$ cat config.mk
export PLATFORM = sky130hd
export DESIGN_NAME = foo_ab_driver
export DESIGN_NICKNAME = d
export VERILOG_FILES = /design/src/rtl/foo_ab_pkg.sv /design/src/rtl/foo_ab_fifo.sv /design/src/rtl/foo_ab_driver.sv
export SDC_FILE = /design/constraint.sdc
export NUM_CORES = 1
export LEC_CHECK = 0
export CAP_MARGIN = 15
export CORE_MARGIN = 4
export CORE_UTILIZATION = 56
export DETAILED_ROUTE_END_ITERATION = 12
export DONT_BUFFER_PORTS = 1
export GPL_TIMING_DRIVEN = 0
export PLACE_DENSITY = 0.75
export SETUP_SLACK_MARGIN = 0.3
export SLEW_MARGIN = 20
export SYNTH_ARGS = -nofsm -noshare
export SYNTH_HDL_FRONTEND = slang
export SYNTH_HIERARCHICAL = 1
export SYNTH_SLANG_ARGS = --single-unit
$ cat constraint.sdc
create_clock -name clk -period 2.9 [get_ports clk]
set_input_delay 0.435 -clock clk [delete_from_list [all_inputs] [get_ports clk]]
set_output_delay 0.435 -clock clk [all_outputs]
set_load 0.01 [all_outputs]
$ cat src/rtl/foo_ab_pkg.sv
// Shared types for the foo {a,b} stimulus driver.
package foo_ab_pkg;

  // Width of the hold field carried in each buffered word.
  localparam int AB_HOLD_W = 8;

  typedef struct packed {
    logic                 a;
    logic                 b;
    logic [AB_HOLD_W-1:0] hold;
  } ab_entry_t;

  typedef enum logic {
    IDLE  = 1'b0,
    DRIVE = 1'b1
  } drv_state_e;

endpackage

$ cat src/rtl/foo_ab_fifo.sv
// Synchronous FIFO of ab_entry_t words with registered occupancy.
// The caller gates push with !full and pop with !empty.
module foo_ab_fifo
  import foo_ab_pkg::*;
#(
  parameter  int DEPTH = 4,
  localparam int LVL_W = $clog2(DEPTH + 1)
) (
  input  logic             clk,
  input  logic             rst,
  input  logic             push_i,
  input  ab_entry_t        din_i,
  input  logic             pop_i,
  output ab_entry_t        head_o,
  output logic             full_o,
  output logic             empty_o,
  output logic [LVL_W-1:0] level_o
);

  localparam int               PTR_W   = $clog2(DEPTH);
  localparam logic [LVL_W-1:0] DEPTH_L = LVL_W'(DEPTH);

  ab_entry_t        mem_q [DEPTH];
  logic [PTR_W-1:0] wr_ptr_q, rd_ptr_q;
  logic [LVL_W-1:0] level_q, level_d;
  logic             do_push, do_pop;

  assign full_o  = (level_q == DEPTH_L);
  assign empty_o = (level_q == '0);
  assign level_o = level_q;
  assign head_o  = mem_q[rd_ptr_q];

  assign do_push = push_i && !full_o;
  assign do_pop  = pop_i && !empty_o;

  // Occupancy next-state: a simultaneous push and pop leaves it unchanged.
  always_comb begin
    level_d = level_q;
    case ({do_push, do_pop})
      2'b10:   level_d = level_q + 1'b1;
      2'b01:   level_d = level_q - 1'b1;
      default: level_d = level_q;
    endcase
  end

  // Pointers and occupancy; power-of-two depth lets the pointers wrap naturally.
  always_ff @(posedge clk) begin
    if (rst) begin
      wr_ptr_q <= '0;
      rd_ptr_q <= '0;
      level_q  <= '0;
    end else begin
      if (do_push) wr_ptr_q <= wr_ptr_q + 1'b1;
      if (do_pop)  rd_ptr_q <= rd_ptr_q + 1'b1;
      level_q <= level_d;
    end
  end

  // Storage array; contents need no reset since the pointers define validity.
  always_ff @(posedge clk) begin
    if (do_push) mem_q[wr_ptr_q] <= din_i;
  end

endmodule

$ cat src/rtl/foo_ab_driver.sv
// Buffers {a,b,hold} words and replays each on registered a/b for hold+1 cycles.
//   state | meaning
//   IDLE  | nothing being driven; a/b park at the last driven value
//   DRIVE | a word is on a/b; hold counter counts its remaining extra cycles
// HOLD_W must equal the hold field width of ab_entry_t.
module foo_ab_driver
  import foo_ab_pkg::*;
#(
  parameter  int DEPTH  = 4,
  parameter  int HOLD_W = AB_HOLD_W,
  localparam int LVL_W  = $clog2(DEPTH + 1)
) (
  input  logic              clk,
  input  logic              rst,
  input  logic              in_valid,
  output logic              in_ready,
  input  logic              in_a,
  input  logic              in_b,
  input  logic [HOLD_W-1:0] in_hold,
  output logic              a,
  output logic              b,
  output logic              out_valid,
  output logic              busy,
  output logic [LVL_W-1:0]  level
);

  drv_state_e        state_q, state_d;
  logic [HOLD_W-1:0] cnt_q, cnt_d;
  logic              a_q, a_d, b_q, b_d;
  logic              valid_q, valid_d;
  logic              push, pop, full, empty;
  ab_entry_t         wr_entry, head;

  assign wr_entry = '{a: in_a, b: in_b, hold: in_hold};
  assign in_ready = !rst && !full;
  assign push     = in_valid && in_ready;

  foo_ab_fifo #(.DEPTH(DEPTH)) u_fifo (
    .clk     (clk),
    .rst     (rst),
    .push_i  (push),
    .din_i   (wr_entry),
    .pop_i   (pop),
    .head_o  (head),
    .full_o  (full),
    .empty_o (empty),
    .level_o (level)
  );

  // Next-state: load a word from IDLE, or back-to-back when the current one expires.
  always_comb begin
    state_d = state_q;
    cnt_d   = cnt_q;
    a_d     = a_q;
    b_d     = b_q;
    valid_d = valid_q;
    pop     = 1'b0;
    case (state_q)
      IDLE: begin
        if (!empty) begin
          pop     = 1'b1;
          a_d     = head.a;
          b_d     = head.b;
          cnt_d   = head.hold;
          valid_d = 1'b1;
          state_d = DRIVE;
        end
      end
      DRIVE: begin
        if (cnt_q != '0) begin
          cnt_d = cnt_q - 1'b1;
        end else if (!empty) begin
          pop   = 1'b1;
          a_d   = head.a;
          b_d   = head.b;
          cnt_d = head.hold;
        end else begin
          valid_d = 1'b0;
          state_d = IDLE;
        end
      end
      default: begin
        valid_d = 1'b0;
        state_d = IDLE;
      end
    endcase
  end

  // State, hold counter and output registers; reset discards any word in flight.
  always_ff @(posedge clk) begin
    if (rst) begin
      state_q <= IDLE;
      cnt_q   <= '0;
      a_q     <= 1'b0;
      b_q     <= 1'b0;
      valid_q <= 1'b0;
    end else begin
      state_q <= state_d;
      cnt_q   <= cnt_d;
      a_q     <= a_d;
      b_q     <= b_d;
      valid_q <= valid_d;
    end
  end

  assign a         = a_q;
  assign b         = b_q;
  assign out_valid = valid_q;
  assign busy      = (level != '0) || valid_q;

endmodule

==> flow_summary.ini, run 1 <==
[outcome]
status = complete, no violations

[routing]
vias = 1596
via_per_inst = 6.05
routed_wirelength_um = 4800
wl_per_cell_um = 18.2
drt-initial-drc-count = 91
first_pass_iters = 4
detail-route-antenna-nets = 0
route.detailed.drc = 0

[setup_path]
regToRegSetupSlack_ns = 0.28
critPathMaxFanout = 6
critPathCapture = u_fifo/level_o[2]$_SDFFE_PP0P_
worstPathRequired_ns = 3.15
reg2regPathDepth = 11
crit_start = cnt_q[3]$_SDFF_PP0_
start_kind = flop
reg2reg_to = u_fifo/level_o[2]$_SDFFE_PP0P_
critPathArrivalTime_ns = 2.87
cp-end-kind = flop
worst-setup-path-type = reg -> reg
r2r-start = cnt_q[3]$_SDFF_PP0_

[placement]
place_inst = 247
portBuffers = 0
post-dp-hpwl_um = 3240
place_area_um2 = 2730
gp_congestion = 0.850

[floorplanning]
die_area_um2 = 5870
start_util = 0.593
die_w_um = 76.6
num_rows = 24
io_pins = 21
core_um2 = 4440
die_y_um = 76.6

[finish]
drive_gt1_frac = 0.241
final_area_um2 = 2950
diodes = 0
final_common_cell = edfxtp_1
final_cell_mix = edfxtp_1, dfxtp_1, nand2_1, inv_1, a21oi_1
fillers = 318
instances_no_fill = 264
nNetsFinal = 228
area_delta_synth_final_pct = 11.9

[timing]
worst_slew_pin_slew_ns = 0.656
slew_viol_final = 0
finalCriticalPeriod_ns = 2.62
fin_crit_sh = 0.902
max_freq_ghz = 0.382
skew_ns = 0.00625
fin_hold_ws_ns = 0.161
finalSetupViolCount = 0
max_slew_margin = 0.563
rsz0062_at_grt = yes
fin_setup_tns_ns = 0
finalHoldViolations = 0

[job]
cap_violations = 0

[global_routing]
grt-ovfl-total = 0
grt_max_degree = 11
grt_pass1_wl_um = 7940
grt_use_total = 0.180
grt_pass1_vias = 1595
antenna_found_initial = 0

[synthesis]
yosys_register_bits = 61
ys_warn_count = 6
synth_area_um2 = 2640
yosysUniqueCellTypes = 40
syn_avg_cell_area_um2 = 13.5
async_reset_ff_frac = 0
yosysSeqAreaShare = 0.615
synthCells = 195
synth_fp_nets = 216
synth_edf_count = 40
ys.flop_type = edfxtp_1

[clock_tree]
cts_sinks = 61
clkSlewWorstSetupHoldPaths_ns = 0.06
cts_buffers = 9
clk_path_buf_depth = 2
cts_root_buf = clkbuf_8
cts_tree = built
clock_latency_ns = 0.33
cts-htree-levels = 3

[power]
leakagePower_nw = 0.970
max-vdd-ir-drop_mv = 0.428
power_per_cell_area_nw_per_um2 = 1030

[hold_path]
hp-class = in -> reg
## cell type report
type	count	area, µm²	area share
inverters	14	52.6	0.0178
flip-flops and latches	61	1640	0.555
repair buffers	1	7.51	0.00254
multi-input cells	112	958	0.325
well taps	52	65.1	0.0221
clock buffers	11	131	0.0445
plain buffers	8	47.5	0.0161
clock inverters	5	51.3	0.0174
## worst min path at each step
| stage | from | end | slack, ns | cells after the start |
|---|---|---|---|---|
| floorplan | cnt_q[0]$_SDFF_PP0_ | cnt_q[0]$_SDFF_PP0_ | 0.46 | 1 |
| global placement | u_fifo/rd_ptr_q[1]$_SDFFE_PP0P_ | u_fifo/rd_ptr_q[1]$_SDFFE_PP0P_ | 0.47 | 2 |
| detailed placement | u_fifo/rd_ptr_q[1]$_SDFFE_PP0P_ | flop | 0.49 | 2 |
| CTS | rst | cnt_q[1]$_SDFF_PP0_ | 0.15 | 1 |
| global route | rst | cnt_q[1]$_SDFF_PP0_ | 0.15 | 1 |
| finish | rst | cnt_q[1]$_SDFF_PP0_ | 0.16 | 1 |
## synthesized netlist by cell type, drive strengths merged (4+ instances only)
| master | number | share of area |
|---|---|---|
| or3 | 4 | 0.0095 |
| edfxtp | 40 | 0.46 |
| nor2b | 6 | 0.014 |
| mux4 | 10 | 0.085 |
| and2 | 5 | 0.012 |
| inv | 14 | 0.020 |
| o21ai | 9 | 0.021 |
| a211oi | 4 | 0.015 |
| a21oi | 12 | 0.023 |
| ha | 7 | 0.033 |
| dfxtp | 21 | 0.16 |
| nor2 | 9 | 0.013 |
| buf | 4 | 0.0071 |
| clkbuf | 4 | 0.0057 |
| nand2 | 13 | 0.019 |
## layer usage
layer | share of wire | wire length [µm] | GRT usage
met1 | 0.42 | 2020 | 0.213
met3 | 0.050 | 239 | 0.0520
met5 | 0 | 0 | 0
met2 | 0.50 | 2420 | 0.291
met4 | 0.026 | 123 | 0.111
## where the power goes
group | switching [mW] | internal [mW]
Clock | 0.305 | 0.391
Sequential | 0.152 | 1.07
Combinational | 0.601 | 0.521
## metrics by stage
step           setup WS, ns  utilization  power [mW]
6_report              0.284        0.664        3.04
5_1_grt               0.192        0.664        3.25
4_1_cts               0.288        0.663        3.05
3_5_place_dp         0.0592        0.614        2.27
3_3_place_gp          0.140        0.614        2.21
2_1_floorplan         0.313            -        2.04
## kinds of logic (layout without fill, tap and decap cells)
kind of cell	Yosys count	in the layout	synth area share
AND/OR/NAND/NOR	53	53	0.111
XOR/XNOR	3	3	0.00996
multiplexers	12	12	0.0935
buffers and inverters	22	39	0.0327
AO/OA/AOI/OAI	36	36	0.0973
flip-flops	61	61	0.615
adder cells (fa/ha/maj)	8	8	0.0408
## critical path: stages, from the launching register on
cell     delay (ns)
dfxtp_2        0.35
or4_4          0.53
buf_6          0.15
o21ai_4        0.16
o31ai_2        0.10
inv_1          0.07
ha_2           0.18
inv_1          0.05
fa_2           0.33
xor2_1         0.15
or3_1          0.32
a21oi_2        0.15
## registers in the layout (all words and copies together) (netlist names), named ones only
register and cells:
u_fifo/mem_q 40, cnt_q 8, u_fifo/level_o 3, state_q 1, b 1, u_fifo/wr_ptr_q 2, out_valid 1, u_fifo/rd_ptr_q 2
a 1
## timing repair
| action | 4_1_cts | 5_1_grt |
|---|---|---|
| setup buffers | 1 | 0 |
| pin swaps | 1 | 0 |
| endpoints found under the hold margin | 0 | 0 |
| hold buffers | 0 | 0 |
| endpoints found under the setup margin | 2 | 2 |
| resized for setup | 10 | 2 |
Power figures use the tool's default switching activity.
==> run 2: changes to the inputs <==
--- a/config.mk
+++ b/config.mk
@@ -13,6 +13,7 @@
 export GPL_TIMING_DRIVEN = 0
 export PLACE_DENSITY = 0.75
 export SETUP_SLACK_MARGIN = 0.3
+export SKIP_LAST_GASP = 1
 export SLEW_MARGIN = 20
 export SYNTH_ARGS = -nofsm -noshare
 export SYNTH_HDL_FRONTEND = slang
==> results of run 2 <==
The final DEF is identical to that of run 1; final timing and power are the same.
==> run 3: changes to the inputs <==
--- a/config.mk
+++ b/config.mk
@@ -7,11 +7,12 @@
 export LEC_CHECK = 0
 export CAP_MARGIN = 15
 export CORE_MARGIN = 4
-export CORE_UTILIZATION = 56
+export CORE_UTILIZATION = 35
 export DETAILED_ROUTE_END_ITERATION = 12
 export DONT_BUFFER_PORTS = 1
 export GPL_TIMING_DRIVEN = 0
-export PLACE_DENSITY = 0.75
+export MAX_ROUTING_LAYER = met4
+export PLACE_DENSITY = 0.5
 export SETUP_SLACK_MARGIN = 0.3
 export SKIP_LAST_GASP = 1
 export SLEW_MARGIN = 20
==> constraint.sdc (replaced) <==
create_clock -name clk -period 2.59 [get_ports clk]
set_input_delay 0.3885 -clock clk [delete_from_list [all_inputs] [get_ports clk]]
set_output_delay 0.3885 -clock clk [all_outputs]
set_load 0.01 [all_outputs]
==> run 3 against run 2 <==
  * Clock power increased by 13%
  * Sequential power grew 13%
  * Worst hold slack worse by 0.039 ns
  * Power up 17%
  * Wire length increased by 5.1%
  * Clock skew increased by 0.0033 ns
  * Sequential share of layout area down 2.4 points
  * Clock-buffer cell count unchanged
  * Design area is 5.0% higher
  * Highest routed layer unchanged
==> flow_summary.ini, run 3 (synthesized netlist as in run 1, its figures left out) <==
[floorplanning]
die_w_um = 94.8
start_util = 0.362
io_pins = 21
die_area_um2 = 8990
die_y_um = 94.8
num_rows = 31
core_um2 = 7290

[power]
total_power_mw = 3.55
leakagePower_nw = 1.01
power_per_cell_area_nw_per_um2 = 1150
max-vdd-ir-drop_mv = 0.405

[global_routing]
antenna_found_initial = 0
grt_pass1_wl_um = 8050
grt-ovfl-total = 0
grt_max_degree = 11
grt_pass1_vias = 1605
grt_use_total = 0.129

[finish]
largest_reg_flops = 40
final_common_cell = edfxtp_1
instances_no_fill = 318
nNetsFinal = 235
drive_gt1_frac = 0.269
top_register = u_fifo/mem_q
final_cell_mix = edfxtp_1, dfxtp_1, nand2_1, a21oi_1, inv_1
diodes = 0
area_delta_synth_final_pct = 17.4

[job]
cap_violations = 0

[setup_path]
critPathMaxFanout = 2
cp-end-kind = flop
r2r-start = cnt_q[3]$_SDFF_PP0_
path_cells = or4_4, buf_6, o21ai_4, o31ai_4, inv_1, ha_2, inv_2, fa_2, xor2_1, or3_1, a21oi_1
crit_start = cnt_q[3]$_SDFF_PP0_
start_kind = flop
worst-setup-path-type = reg -> reg
slowest_stage = or4_4
critPathArrivalTime_ns = 2.80
critPathMaxStageDelay_ns = 0.53
crit_family = simple AND/OR/NAND/NOR gates
worst-path-buf-inv = 3
worstPathRequired_ns = 2.85

[placement]
pre_cts_slack_ns = -0.258
gp_congestion = 0.854
post-dp-hpwl_um = 3260
place_inst = 294
portBuffers = 0

[clock_tree]
clkSlewWorstSetupHoldPaths_ns = 0.07
cts_tree = built
clock_latency_ns = 0.33
cts_buffers = 9
cts_sinks = 61
holdBufCountCts = 0
cts_root_buf = clkbuf_8
cts-htree-levels = 3
clk_path_buf_depth = 2

[timing]
skew_ns = 0.00953
worst_slew_pin_slew_ns = 0.704
finalCriticalPeriod_ns = 2.54
fin_crit_sh = 0.981
rsz0062_at_grt = yes
max_freq_ghz = 0.394
slew_viol_final = 0
max_slew_margin = 0.531
fin_setup_tns_ns = 0
fin_hold_ws_ns = 0.122
finalHoldViolations = 0
setup_ws_ns = 0.0501
finalSetupViolCount = 0

[routing]
drt-initial-drc-count = 102
first_pass_iters = 4
wl_per_cell_um = 15.9
detail-route-antenna-nets = 0
via_per_inst = 4.96
vias = 1576
routed_wirelength_um = 5040
route.detailed.drc = 0

[hold_path]
worstHoldStart = rst
hp-class = in -> reg

[outcome]
status = complete, no violations
-- run 3: changes by cell type in the layout (fill, tap and decap cells not counted), sizes merged --
cell and delta:
buf +7
-- run 3: report_power, final --
part	internal (mW)	switching (mW)	total, mW	leakage, nW
Sequential	1.21	0.167	1.38	0.539
Clock	0.438	0.347	0.785	0.0907
Combinational	0.677	0.713	1.39	0.381
-- run 3: timing repair --
item                                    4_1_cts  5_1_grt
endpoints found under the setup margin        3        2
pin swaps                                     2        1
gates cloned                                  0        0
gates resized for setup                      19        2
buffers inserted                              8        0
-- run 3: metrics by stage --
stage	instance area [µm²]	util
5_1_grt	3100	0.425
4_1_cts	3090	0.424
2_1_floorplan	2670	-
3_5_place_dp	2790	0.382
3_3_place_gp	2790	0.382
6_report	3100	0.425
-- run 3: path summary, 6_finish.rpt --
path                            slack (ns)  depth (start not counted)                              to
worst min-delay path                  0.12                          1             cnt_q[1]$_SDFF_PP0_
worst min register to register        0.50                          2                            flop
worst max-delay path                  0.05                         11  u_fifo/level_o[2]$_SDFFE_PP0P_
worst max register to register        0.05                         11  u_fifo/level_o[2]$_SDFFE_PP0P_
-- run 3: layer usage --
metal | GRT usage | share of wire | vias up
li1 | - | - | 767
met1 | 0.139 | 0.40 | 762
met2 | 0.209 | 0.52 | 40
met3 | 0.0422 | 0.067 | 7
met4 | 0.0733 | 0.017 | 0
met5 | - | 0 | -
-- run 3: area by class of cell --
cell class                 count  area, µm²
clock buffer                  11        131
buffer                         8       50.0
fill                         691       4200
multi-input combinational    112        978
inverter                      14       57.6
clock inverter                 5       51.3
timing repair buffer           8       60.1
tap                           99        124
sequential                    61       1640
==> patch 1, RTL diff (settings of run 1) <==
Put a register stage on the output `level`, without a reset. The value now appears one clock later. The other outputs are not delayed to match.
--- a/src/rtl/foo_ab_driver.sv
+++ b/src/rtl/foo_ab_driver.sv
@@ -25,4 +25,6 @@
 );
 
+  logic [LVL_W-1:0] level_c;
+
   drv_state_e        state_q, state_d;
   logic [HOLD_W-1:0] cnt_q, cnt_d;
@@ -45,5 +47,5 @@
     .full_o  (full),
     .empty_o (empty),
-    .level_o (level)
+    .level_o (level_c)
   );
 
@@ -107,5 +109,9 @@
   assign b         = b_q;
   assign out_valid = valid_q;
-  assign busy      = (level != '0) || valid_q;
+  assign busy      = (level_c != '0) || valid_q;
+
+  always_ff @(posedge clk) begin
+    level <= level_c;
+  end
 
 endmodule
Function: changed (a bounded check fails within 4 cycles, from zero or initial values and one cycle with rst high).
==> patch 1 against run 1 <==
- combinational power down 7%
- highest routed layer unchanged
- total power shrank 2.3%
- global-route usage down 0.87 points
- synthesized cell count increased by 0.51%
- area after synthesis rose by 3.4%
- wire length rose by 2.4%
- worst setup slack gained 0.058 ns
- design area rose by 6.3%
- die area rose by 3.0%
- sequential cell count grew 3
==> patch 1: results (changes against run 1) <==
{
  "timing": {
    "pin_slew_with_the_least_headroom_to_its_limit": {"value": 0.731, "unit": "ns", "change": "was 0.656 ns"},
    "worst_clock_skew": {"value": 0.00764, "unit": "ns", "change": "was 0.00625 ns"},
    "hold-worst-slack": {"value": 0.204, "unit": "ns", "change": "was 0.161 ns"}
  },
  "global_route": {
    "gr-usage-met1": {"value": 21.5, "unit": "%", "change": "was 21.3%"},
    "gr-usage-met3": {"value": 6.26, "unit": "%", "change": "was 5.20%"},
    "grt_total_usage": {"value": 17.2, "unit": "%", "change": "was 18.0%"},
    "grt_util_met2": {"value": 25.4, "unit": "%", "change": "was 29.1%"}
  },
  "min_path": {
    "timing.hold.worst.start": {"value": "in_hold[1]", "change": "was rst"},
    "worst_hold_path.endpoint": {"value": "u_fifo/mem_q[3][1]$_DFFE_PP_", "change": "was cnt_q[1]$_SDFF_PP0_"},
    "whs_path_depth": {"value": 0, "change": "was 1"}
  },
  "synthesis": {
    "synth_common_cells": {"value": "40 x edfxtp_1, 24 x dfxtp_1, 14 x inv_1", "change": "was 40 x edfxtp_1, 21 x dfxtp_1, 14 x inv_1"},
    "synth_nets": {"value": 217, "change": "was 216"},
    "synth.mux.area_fraction": {"value": 10.1, "unit": "%", "change": "was 9.35%"},
    "synth_cell_types": {"value": 45, "change": "was 40"},
    "synth.yosys.seq_area_share": {"value": 61.7, "unit": "%", "change": "was 61.5%"},
    "syn_inst": {"value": 196, "change": "was 195"},
    "synthAdderAreaFrac": {"value": 3.95, "unit": "%", "change": "was 4.08%"},
    "synth-xor-area-share": {"value": 0.964, "unit": "%", "change": "was 0.996%"},
    "synth_compound_area_share": {"value": 9.41, "unit": "%", "change": "was 9.72%"}
  },
  "final_layout": {
    "num-nets-final": {"value": 238, "change": "was 228"},
    "final_layout_size_suffix_gt1_share": {"value": 23.9, "unit": "%", "change": "was 24.1%"}
  },
  "placement": {
    "hpwl": {"value": 3.21, "unit": "mm", "change": "was 3.24 mm"},
    "place_congestion": {"value": 0.858, "change": "was 0.850"}
  },
  "critical_path": {
    "ff2ff_setup_slack": {"value": 0.34, "unit": "ns", "change": "was 0.28 ns"},
    "worst-endpoint-arrival": {"value": 2.81, "unit": "ns", "change": "was 2.87 ns"},
    "critical_path.max_stage_delay": {"value": 0.40, "unit": "ns", "change": "was 0.53 ns"},
    "crit_slowest_cell": {"value": "dfxtp_4", "change": "was or4_4"},
    "worst-r2r-cell-count": {"value": 13, "change": "was 11"},
    "crit_path_max_fanout": {"value": 7, "change": "was 6"}
  },
  "drt": {
    "dr_wl_met3": {"value": 351, "unit": "um", "change": "was 239 um"},
    "drt_iter0_markers": {"value": 110, "change": "was 91"},
    "final_wirelength": {"value": 4.91, "unit": "mm", "change": "was 4.80 mm"},
    "routed_wire_length_per_instance": {"value": 17.0, "unit": "um", "change": "was 18.2 um"}
  },
  "power_and_ir_drop": {
    "power_switching_share": {"value": 32.7, "unit": "%", "change": "was 34.8%"},
    "cellLeakagePower": {"value": 1.07, "unit": "nW", "change": "was 0.970 nW"}
  },
  "outcome": {
    "status": {"value": "finished, final reports clean", "change": "unchanged"}
  }
}
==> patch 1: cell count changes after synthesis, moves of 2 or more <==
cell	before	now
a211oi_1	2	4
dfxtp_1	21	24
a211oi_2	2	0
mux2i_1	1	5
o21ai_0	8	5
nand3_1	3	0
or4b_1	2	0
nor2b_1	6	4
o211ai_1	0	2
a31o_1	0	2
nor2_1	9	13
nand2_1	13	7
==> patch 1: power groups by stage <==
stage | combinational [mW] | sequential (mW) | clock (mW)
2_1_floorplan | 0.676 | 1.21 | 0
3_3_place_gp | 0.790 | 1.23 | 0
3_5_place_dp | 0.821 | 1.24 | 0
4_1_cts | 0.892 | 1.23 | 0.716
5_1_grt | 1.14 | 1.25 | 0.761
6_report | 1.04 | 1.24 | 0.693
==> patch 1: area by class of cell <==
type	instances	share of cell area [%]
repair buffers	10	2.39
inverters	15	1.80
clock inverters	5	1.52
well taps	67	2.67
multi-input cells	111	32.4
clock buffers	11	4.19
flip-flops and latches	64	54.0
plain buffers	6	0.998
==> patch 1: per-stage QoR <==
stage	utilization (%)	setup slack [ns]	cell area [um2]
final	66.4	0.342	3140
after global routing	66.4	0.265	3140
after CTS	64.3	0.345	3040
after detailed placement	59.6	0.00655	2820
after global placement	59.6	0.166	2820
after floorplan	-	0.365	2730
==> patch 1: timing repair <==
item,in CTS,in global routing
setup endpoints to repair,2,1
pin swaps,2,6
endpoints found under the hold margin,0,0
buffers inserted,3,7
resized for setup,6,12
==> patch 1: cells by family (layout without fill, tap and decap cells) <==
group	Yosys count	count (layout)
flip-flops	64	64
AND/OR/NAND/NOR	48	48
AO/OA/AOI/OAI	37	37
buffers and inverters	21	47
multiplexers	15	15
adder cells (fa/ha/maj)	8	8
XOR/XNOR	3	3
==> patch 2, RTL diff (config.mk and constraints of run 1) <==
Without the edit above. `DEPTH` is set to 4 in 2 places; all go to 8.
--- a/src/rtl/foo_ab_fifo.sv
+++ b/src/rtl/foo_ab_fifo.sv
@@ -4,5 +4,5 @@
   import foo_ab_pkg::*;
 #(
-  parameter  int DEPTH = 4,
+  parameter  int DEPTH = 8,
   localparam int LVL_W = $clog2(DEPTH + 1)
 ) (
--- a/src/rtl/foo_ab_driver.sv
+++ b/src/rtl/foo_ab_driver.sv
@@ -7,5 +7,5 @@
   import foo_ab_pkg::*;
 #(
-  parameter  int DEPTH  = 4,
+  parameter  int DEPTH  = 8,
   parameter  int HOLD_W = AB_HOLD_W,
   localparam int LVL_W  = $clog2(DEPTH + 1)
Interface: changed (resized level); port bits go from 21 to 22. The function was not compared with the original's and may differ.
==> patch 2 against run 1 <==
- fmax decreased by 0.17%
- area after synthesis increased by 68%
- clock power increased by 16%
- wire length increased by 65%
- via count increased by 45%
- worst setup slack got worse by 0.0043 ns
- sequential cell count increased by 44
- die area increased by 60%
- sequential power increased by 57%
- total power increased by 37%
- design area increased by 68%
- largest cell class unchanged
- highest routed layer unchanged
==> patch 2: results (changes against run 1) <==
{
  "drt": {
    "dr_wl_met2": {"value": 4.01, "unit": "mm", "change": "was 2.42 mm"}
  },
  "final_layout": {
    "num-nets-final": {"value": 313, "change": "was 228"},
    "largest_register_ffs": {"value": 80, "change": "was 40"},
    "final_layout_size_suffix_gt1_share": {"value": 33.2, "unit": "%", "change": "was 24.1%"}
  },
  "power_and_ir_drop": {
    "power.clock.fraction": {"value": 19.3, "unit": "%", "change": "was 22.9%"},
    "sequentialPowerShare": {"value": 45.8, "unit": "%", "change": "was 40.3%"}
  },
  "global_route": {
    "grt_first_pass_wirelength": {"value": 12.9, "unit": "mm", "change": "was 7.94 mm"},
    "grt_start_max_net_pins": {"value": 19, "change": "was 11"}
  },
  "timing": {
    "fin_ws": {"value": 0.280, "unit": "ns", "change": "was 0.284 ns"},
    "worst_clock_skew": {"value": 0.0143, "unit": "ns", "change": "was 0.00625 ns"},
    "slew-limit-headroom": {"value": 44.0, "unit": "%", "change": "was 56.3%"}
  },
  "placement": {
    "hpwl": {"value": 5.33, "unit": "mm", "change": "was 3.24 mm"},
    "placed_cells": {"value": 376, "change": "was 247"},
    "place_congestion": {"value": 0.783, "change": "was 0.850"},
    "dpl_worst_slack": {"value": -0.00662, "unit": "ns", "change": "was 0.0592 ns"}
  },
  "min_path": {
    "worst_hold_path.endpoint": {"value": "u_fifo/mem_q[2][9]$_DFFE_PP_", "change": "was cnt_q[1]$_SDFF_PP0_"},
    "whs_path_depth": {"value": 0, "change": "was 1"},
    "timing.hold.worst.start": {"value": "in_a", "change": "was rst"}
  },
  "critical_path": {
    "critical_path.max_stage_delay": {"value": 0.49, "unit": "ns", "change": "was 0.53 ns"}
  },
  "synthesis": {
    "number_of_enable_type_register_cells_in_the_synthesized_netlist": {"value": 80, "change": "was 40"},
    "synth.yosys.seq_area_share": {"value": 65.7, "unit": "%", "change": "was 61.5%"},
    "synth_nets": {"value": 290, "change": "was 216"}
  },
  "clock_network": {
    "clk_pin_slew": {"value": 0.10, "unit": "ns", "change": "was 0.06 ns"},
    "clk_latency": {"value": 0.36, "unit": "ns", "change": "was 0.33 ns"}
  },
  "outcome": {
    "status": {"value": "finished, final reports clean", "change": "unchanged"}
  }
}
patch 2: changes by cell type after synthesis, moves of 4 or more:
cell | run 1 | this run
nor3_1 | 2 | 6
and2_1 | 5 | 1
mux4_2 | 10 | 20
nand2_1 | 13 | 6
nor2_1 | 9 | 21
edfxtp_1 | 40 | 80
dfxtp_1 | 21 | 25
inv_1 | 14 | 6
mux2i_1 | 1 | 5
o21ai_0 | 8 | 3
a21oi_1 | 12 | 8
mux2_2 | 0 | 11
patch 2: final cells by class:
type                    count  share of cell area (%)
clock buffers               9                    2.51
flip-flops and latches    105                    58.9
well taps                 102                    2.58
repair buffers             12                    1.90
multi-input cells         147                    31.2
plain buffers              11                    1.29
clock inverters             7                    1.04
inverters                   7                   0.582
patch 2: cells by family after synthesis:
logic type,share of synthesized area (%)
muxes,14.1
buffers and inverters,1.95
adders and majority gates,1.98
xor gates and xnor gates,1.95
DFF,65.7
AOI/OAI and AO/OA,5.52
and+or+nand+nor,8.75
